**src/rtl/oam_dma_pkg.sv**
```systemverilog
// Shared definitions for the sprite DMA engine: FSM encoding, PPU register
// selects and the transfer length.
package oam_dma_pkg;

    typedef enum logic [2:0] {
        ST_IDLE  = 3'd0,
        ST_HALT  = 3'd1,
        ST_ALIGN = 3'd2,
        ST_READ  = 3'd3,
        ST_WRITE = 3'd4
    } dma_state_e;

    localparam int DMA_LENGTH = 256;
    localparam logic [7:0] LAST_INDEX = 8'(DMA_LENGTH - 1);

    // PPU register selects, also used by the PPU register bank decode.
    localparam logic [2:0] RS_PPUCTRL   = 3'd0;
    localparam logic [2:0] RS_PPUMASK   = 3'd1;
    localparam logic [2:0] RS_PPUSTATUS = 3'd2;
    localparam logic [2:0] RS_OAMADDR   = 3'd3;
    localparam logic [2:0] RS_OAMDATA   = 3'd4;
    localparam logic [2:0] RS_PPUSCROLL = 3'd5;
    localparam logic [2:0] RS_PPUADDR   = 3'd6;
    localparam logic [2:0] RS_PPUDATA   = 3'd7;

endpackage

```
**src/rtl/oam_dma.sv**
```systemverilog
// Sprite DMA: halts the CPU and copies page $P00-$PFF into OAM through OAMDATA writes.
// All state, including the outputs, updates on the falling edge of i_clk.
module oam_dma
    import oam_dma_pkg::*;
(
    input  logic        i_clk,
    input  logic        i_reset,
    input  logic        i_cs_n,
    input  logic        i_rw,
    input  logic [7:0]  i_data,
    output logic        o_cpu_rdy,
    output logic        o_bus_master,
    output logic [15:0] o_address,
    output logic        o_rw,
    output logic        o_ppu_cs_n,
    output logic [2:0]  o_ppu_rs,
    output logic        o_ppu_rw,
    output logic [7:0]  o_ppu_data,
    output logic        o_busy
);

    dma_state_e  state_q, state_d;
    logic [7:0]  page_q, page_d;
    logic [7:0]  index_q, index_d;
    logic [7:0]  latch_q, latch_d;
    logic        odd_q, odd_d;

    logic        cpu_rdy_d, bus_master_d, rw_d, ppu_cs_n_d, ppu_rw_d, busy_d;
    logic [15:0] address_d;
    logic [2:0]  ppu_rs_d;
    logic [7:0]  ppu_data_d;

    always_comb begin
        state_d = state_q;
        page_d  = page_q;
        index_d = index_q;
        latch_d = latch_q;
        odd_d   = ~odd_q;

        case (state_q)
            ST_IDLE: begin
                if (!i_cs_n && !i_rw) begin
                    page_d  = i_data;
                    state_d = ST_HALT;
                end
            end
            // An odd cycle in HALT costs one extra ALIGN cycle before the first read.
            ST_HALT:  state_d = odd_q ? ST_ALIGN : ST_READ;
            ST_ALIGN: state_d = ST_READ;
            ST_READ: begin
                latch_d = i_data;
                state_d = ST_WRITE;
            end
            ST_WRITE: begin
                index_d = index_q + 8'd1;
                state_d = (index_q == LAST_INDEX) ? ST_IDLE : ST_READ;
            end
            default: state_d = ST_IDLE;
        endcase

        // Outputs are decoded from the next state so they register alongside it.
        cpu_rdy_d    = (state_d == ST_IDLE);
        busy_d       = (state_d != ST_IDLE);
        bus_master_d = (state_d == ST_READ) || (state_d == ST_WRITE);
        address_d    = (state_d == ST_READ) ? {page_d, index_d} : 16'h0000;
        rw_d         = 1'b1;
        ppu_cs_n_d   = (state_d != ST_WRITE);
        ppu_rs_d     = (state_d == ST_WRITE) ? RS_OAMDATA : 3'd0;
        ppu_rw_d     = (state_d != ST_WRITE);
        ppu_data_d   = (state_d == ST_WRITE) ? latch_d : 8'h00;
    end

    always_ff @(negedge i_clk) begin
        if (i_reset) begin
            state_q      <= ST_IDLE;
            page_q       <= 8'h00;
            index_q      <= 8'h00;
            latch_q      <= 8'h00;
            odd_q        <= 1'b0;
            o_cpu_rdy    <= 1'b1;
            o_bus_master <= 1'b0;
            o_address    <= 16'h0000;
            o_rw         <= 1'b1;
            o_ppu_cs_n   <= 1'b1;
            o_ppu_rs     <= 3'd0;
            o_ppu_rw     <= 1'b1;
            o_ppu_data   <= 8'h00;
            o_busy       <= 1'b0;
        end else begin
            state_q      <= state_d;
            page_q       <= page_d;
            index_q      <= index_d;
            latch_q      <= latch_d;
            odd_q        <= odd_d;
            o_cpu_rdy    <= cpu_rdy_d;
            o_bus_master <= bus_master_d;
            o_address    <= address_d;
            o_rw         <= rw_d;
            o_ppu_cs_n   <= ppu_cs_n_d;
            o_ppu_rs     <= ppu_rs_d;
            o_ppu_rw     <= ppu_rw_d;
            o_ppu_data   <= ppu_data_d;
            o_busy       <= busy_d;
        end
    end

endmodule

```
**config.mk**
```make
export PLATFORM = sky130hd
export DESIGN_NAME = oam_dma
export DESIGN_NICKNAME = d
export VERILOG_FILES = /design/src/rtl/oam_dma_pkg.sv /design/src/rtl/oam_dma.sv
export SDC_FILE = /design/constraint.sdc
export NUM_CORES = 1
export LEC_CHECK = 0
export CORE_MARGIN = 5
export CORE_UTILIZATION = 45
export CTS_BUF_LIST = sky130_fd_sc_hd__clkbuf_16
export DETAILED_ROUTE_END_ITERATION = 10
export GPL_ROUTABILITY_DRIVEN = 0
export PLACE_DENSITY = 0.77
export REMOVE_ABC_BUFFERS = 1
export SYNTH_ARGS = -nofsm -noshare
export SYNTH_HDL_FRONTEND = slang
export SYNTH_SLANG_ARGS = --single-unit
```
**constraint.sdc**
```tcl
create_clock -name i_clk -period 2.2 [get_ports i_clk]
set_input_delay 0.44 -clock i_clk [delete_from_list [all_inputs] [get_ports i_clk]]
set_output_delay 0.44 -clock i_clk [all_outputs]
set_load 0.05 [all_outputs]
```
==> run_results.csv, run 1 <==
group,metric,value,unit
drt,wl,5608,µm
sta,drv_slew,0,
yosys,avgSynthCellArea,10.42,µm²
clock_network,cts.sinks,49,
yosys,yosys-top-cells-area,"dfxtp_1 55%, a21oi_1 4.5%, a221oi_2 4.2%",
clock_network,clk_pin_slew,40,ps
sta,slew_headroom,52.05,%
yosys,yosys_warnings,0,
clock_network,max-clock-path-buffers,2,
clock_network,hold_buffers,0,
floorplanning,row_count,23,
floorplanning,die_y,73.10,µm
setup_path,end_kind,"flip-flop",
clock_network,cts_buffers,5,
finish,nNetsFinal,275,
setup_path,cp_max_fo,8,
sta,rsz0062_at_grt,"yes",
setup_path,startpoint_type,"input port",
finish,final_common_cell,"inv_1",
setup_path,reg2reg_slack,240,ps
sta,setup_violations,46,
drt,wire_per_inst,17.92,µm
run_status,outcome,"complete, but fails checks",
finish,final_cell_mix,"52 x inv_1, 31 x buf_12, 28 x dfxtp_2",
sta,worstMarginPinSlew,717.3,ps
finish,diodes,0,
pwr,p_per_area,846.8,nW/µm²
drt,vias_per_cell,5.457,
yosys,synthCells,172,
setup_path,crit_path_start,"i_rw",
pwr,p_clk_share,49.5,%
pwr,p_leak,1.318,nW
pwr,total_power,0.002750,W
floorplanning,start_util,45.45,%
sta,hold_violations,0,
global_route,grt_use_total,21.12,%
drt,first_pass_iters,4,
setup_path,cp.arrival,1530,ps
finish,drive_gt1_share,46.77,%
pwr,seqPwrFrac,35.3,%
pwr,pwr-share-comb,15.2,%
pwr,ir_drop,0.5440,mV
floorplanning,io_pins,45,
sta,fin_skew,25.87,ps
min_path,min_from,"odd_q",
global_route,first_global_vias,1966,
yosys,synth.top_cell.area_share,54.75,%
yosys,seq_area_frac_synth,54.75,%
pwr,swShare,31.91,%
global_route,antenna_found_initial,0,
setup_path,endpoint,"o_address[14]",
drt,final_antenna_net_count,0,
setup_path,required,1300,ps
global_route,grt_start_max_net_pins,28,
run_status,failed_checks,"negative setup slack",
min_path,hold_path.class,"reg2reg",
clock_network,insertion_delay,380,ps
floorplanning,core,3943,µm²
finish,final_core_util,82.39,%
floorplanning,die_w,73.10,µm
floorplanning,die-area,5344,µm²
yosys,ys_seq_elements,49,
drt,drc,0,
pwr,p_switching,0.0008775,W
pwr,intPower,0.001873,W
clock_network,ctsRootBufferMaster,"clkbuf_16",
drt,drt-initial-drc-count,98,
job,cap_violations,0,
place,numPortBuffers,41,
drt,num_vias,1708,
yosys,yosysTopAreaCell,"dfxtp_1",
place,pre_cts_slack,-981.1,ps
sta,setup_slack,-230.7,ps
place,dp_hpwl,2767,µm
setup_path,reg2reg_depth,5,
setup_path,worstReg2RegEnd,"o_address[14]",
clock_network,cts_tree,"built",
global_route,grt-ovfl-total,0,
yosys,synth_cell_types,37,
yosys,syn_area,1792,µm²
clock_network,htree_num_levels,2,
finish,area_growth,81.29,%
setup_path,rr_startpoint,"state_q[2]",
setup_path,worstSetupPathType,"in2reg",
global_route,grt_pass1_wl,8652,µm
-- how the worst min path moves through the flow --
| stage | end | slack, ps | cells after the start |
|---|---|---|---|
| 4_1_cts | odd_q | 420 | 1 |
| 3_3_place_gp | odd_q | 410 | 1 |
| 5_1_grt | odd_q | 440 | 1 |
| 6_report | odd_q | 420 | 1 |
| 2_1_floorplan | odd_q | 390 | 1 |
| 3_5_place_dp | odd_q | 420 | 1 |
-- registers in the layout (all words and copies together) (netlist names) --
signal	flops
o_bus_master	1
index_q	8
o_ppu_data	8
o_address	16
odd_q	1
o_ppu_rw	1
o_ppu_rs	1
page_q	8
o_busy	1
state_q	3
o_cpu_rdy	1
-- per-stage QoR --
stage	hold slack (ps)	cells	cell area, µm²	setup TNS (ps)
floorplan	394.6	154	1688	-6734
global placement	406.8	256	2556	-26460
detailed placement	418.2	256	2556	-27610
CTS	422.6	313	3172	-7199
global route	441.4	313	3248	-9029
finish	418.3	313	3248	-8064
-- synthesized netlist by cell type --
cell type and instances:
a211oi_1 3, a21o_1 1, a21oi_1 16, a221oi_1 8, a221oi_2 5, a31oi_1 1
and2_1 8, buf_1 1, buf_2 5, buf_4 4, buf_6 2, clkbuf_1 7
conb_1 2, dfxtp_1 49, ha_1 1, inv_1 3, mux2i_1 1, nand2_1 2
nand3_1 11, nand3b_1 1, nand4_1 1, nor2_1 7, nor2b_1 2, nor3b_1 1
nor4_2 1, nor4bb_1 1, o21ai_0 11, o21ai_1 2, o21bai_4 1, o311ai_0 1
o31ai_1 4, or3_1 2, or3b_4 1, or4_1 1, or4_4 3, xnor2_1 1
xor2_1 1
-- area by class of cell --
class,count,area (µm²)
flip-flops and latches,49,1020
fillers,187,694.4
clock inverters,52,247.7
well taps,50,62.56
repair buffers,53,833.3
multi-input cells,102,952.2
inverters,2,7.507
clock buffers,5,125.1
-- cell families (layout without fill, tap and decap cells) --
kind of cell	count (synthesis)	count (layout)	share of synthesized area [%]
AOI/OAI and AO/OA	53	53	21.44
xor gates and xnor gates	2	2	0.9778
adders and majority gates	1	1	0.6982
buffers and inverters	22	112	6.634
DFF	49	49	54.75
muxes	1	1	0.5587
other	2	3	0.4192
and+or+nand+nor	42	42	14.53
-- what timing repair did --
action | in CTS | in global routing
setup buffers | 1 | 0
endpoints found under the hold margin | 0 | 0
setup endpoints to repair | 63 | 46
pin swaps | 10 | 9
resized for setup | 86 | 13
-- power groups by stage --
stage,combinational [W],sequential [W],clock [W]
2_1_floorplan,0.0000957,0.00103,0.000138
3_3_place_gp,0.000325,0.000970,0.000138
3_5_place_dp,0.000331,0.000972,0.000138
4_1_cts,0.000384,0.000966,0.00136
5_1_grt,0.000435,0.000972,0.00150
6_report,0.000418,0.000970,0.00136
-- layer usage --
metal  global-route usage [%]  wire (µm)  vias up
met5                        0          0        -
met4                    14.96        196        0
met3                    6.887        321       21
met2                    38.23       2892       94
met1                    19.57       2198      795
li1                         -          -      798
-- critical path, cell delays in order --
cell and delay (ps):
buf_6 100, or4_4 670, o21ai_4 230, a221oi_2 90
Note: power is estimated with default switching activity, not from simulation.
==> run 2, diff against run 1 <==
- SKIP_LAST_GASP: unset -> 1
- clock period: 2.2 -> 2.3 ns (I/O delays scaled with it)
==> run_results.csv, run 2 (synthesis gave the netlist of run 1 again) <==
group,metric,value,unit
finish,n_fill_cell,204,
clock_network,cts_buffers,5,
pwr,p_clk_share,48.7,%
global_route,grt_use_total,18.68,%
run_status,failed_checks,"negative setup slack",
pwr,swShare,33.98,%
pwr,ir_drop,0.4463,mV
finish,nNetsFinal,273,
setup_path,rr_startpoint,"state_q[1]",
clock_network,htree_num_levels,2,
floorplanning,start_util,45.45,%
global_route,grt-ovfl-total,0,
finish,diodes,0,
pwr,p_switching,0.0008605,W
floorplanning,die_y,73.10,µm
global_route,grt_start_max_net_pins,28,
floorplanning,core,3943,µm²
drt,drc,0,
finish,layoutNonFillerInstCount,311,
min_path,min_from,"odd_q",
pwr,p_per_area,796.9,nW/µm²
floorplanning,row_count,23,
drt,vias_per_cell,5.524,
sta,setup_violations,46,
drt,num_vias,1718,
finish,multi_input_area,925.9,µm²
setup_path,end_kind,"primary output",
setup_path,cp_max_fo,2,
clock_network,cts_tree,"built",
finish,final_common_cell,"inv_1",
setup_path,reg2reg_slack,190,ps
sta,worstMarginPinSlew,1053,ps
finish,final_core_util,80.61,%
sta,slew_headroom,29.34,%
global_route,antenna_found_initial,0,
finish,final_cell_mix,"51 x inv_1, 31 x buf_12, 28 x dfxtp_2",
sta,setup_slack,-189.2,ps
pwr,pwr-share-comb,14.4,%
finish,area_growth,77.37,%
drt,wl,5441,µm
clock_network,max-clock-path-buffers,2,
drt,wire_per_inst,17.50,µm
finish,largest_reg_flops,16,
clock_network,ctsRootBufferMaster,"clkbuf_16",
setup_path,cp_slowest_stage_delay,370,ps
finish,top_register,"o_address",
drt,drt-initial-drc-count,106,
drt,first_pass_iters,5,
clock_network,cts.sinks,49,
finish,seqCellArea,1020,µm²
pwr,seqPwrFrac,36.9,%
setup_path,crit_path_start,"o_ppu_rw",
place,numPortBuffers,41,
sta,hold_violations,0,
pwr,total_power,0.002533,W
setup_path,cpLargestDelayFamily,"flip-flops",
clock_network,hold_buffers,0,
setup_path,worstSetupPathType,"reg2out",
sta,rsz0062_at_grt,"yes",
setup_path,required,1840,ps
run_status,outcome,"complete, but fails checks",
setup_path,cp.arrival,2030,ps
clock_network,clk_pin_slew,40,ps
sta,drv_slew,0,
sta,hold_slack,427.8,ps
setup_path,critPathBufInv,1,
floorplanning,die-area,5344,µm²
sta,fin_skew,35.11,ps
finish,drive_gt1_share,46.74,%
place,dp.cells,255,
floorplanning,io_pins,45,
pwr,p_leak,1.293,nW
floorplanning,die_w,73.10,µm
place,dp_hpwl,2663,µm
global_route,first_global_vias,1752,
global_route,grt_pass1_wl,7686,µm
clock_network,insertion_delay,390,ps
drt,final_antenna_net_count,0,
job,cap_violations,0,
sta,fin_tns_setup,-6671,ps
pwr,intPower,0.001672,W
min_path,hold_path.class,"reg2reg",
setup_path,path_cells,"buf_12",
setup_path,cpMaxStageDelayCell,"dfxtp_4",
setup_path,startpoint_type,"flip-flop",
clock_network,cts_setup_buffers,0,
-- run 2: layer usage --
metal | share of wire (%) | vias to the layer above | GRT usage [%]
met5 | 0 | - | 0
li1 | - | 795 | -
met1 | 38 | 827 | 17.59
met3 | 6.2 | 13 | 6.887
met2 | 54 | 83 | 34.06
met4 | 1.9 | 0 | 10.86
-- run 2: metrics by stage --
step           setup WS [ps]  area (µm²)
2_1_floorplan         -395.3        1688
3_3_place_gp          -900.4        2549
3_5_place_dp          -970.2        2549
4_1_cts               -172.2        3104
5_1_grt               -270.1        3178
6_report              -189.2        3178
-- run 2: power groups by stage --
stage               clock network [W]  logic [W]  registers [W]
finish                        0.00123   0.000365       0.000933
global route                  0.00135   0.000383       0.000937
CTS                           0.00122   0.000339       0.000930
detailed placement           0.000132   0.000298       0.000936
global placement             0.000132   0.000295       0.000933
floorplan                    0.000132  0.0000915       0.000983
-- run 2: final timing paths --
| kind | to | cells after the start |
|---|---|---|
| min reg2reg | odd_q | 1 |
| min | odd_q | 1 |
| max | o_ppu_cs_n | 1 |
| max reg2reg | o_address[0] | 4 |
-- run 2: cell type report --
| type | count | share of cell area, % |
|---|---|---|
| flip-flops and latches | 49 | 32.09 |
| multi-input cells | 102 | 29.13 |
| inverters | 2 | 0.2362 |
| clock buffers | 5 | 3.937 |
| clock inverters | 52 | 7.126 |
| well taps | 50 | 1.969 |
| repair buffers | 51 | 25.51 |
-- run 2: timing repair --
item	in CTS	in global routing
resized for setup	81	13
hold endpoints to repair	0	0
pin swaps	14	5
endpoints found under the setup margin	58	46
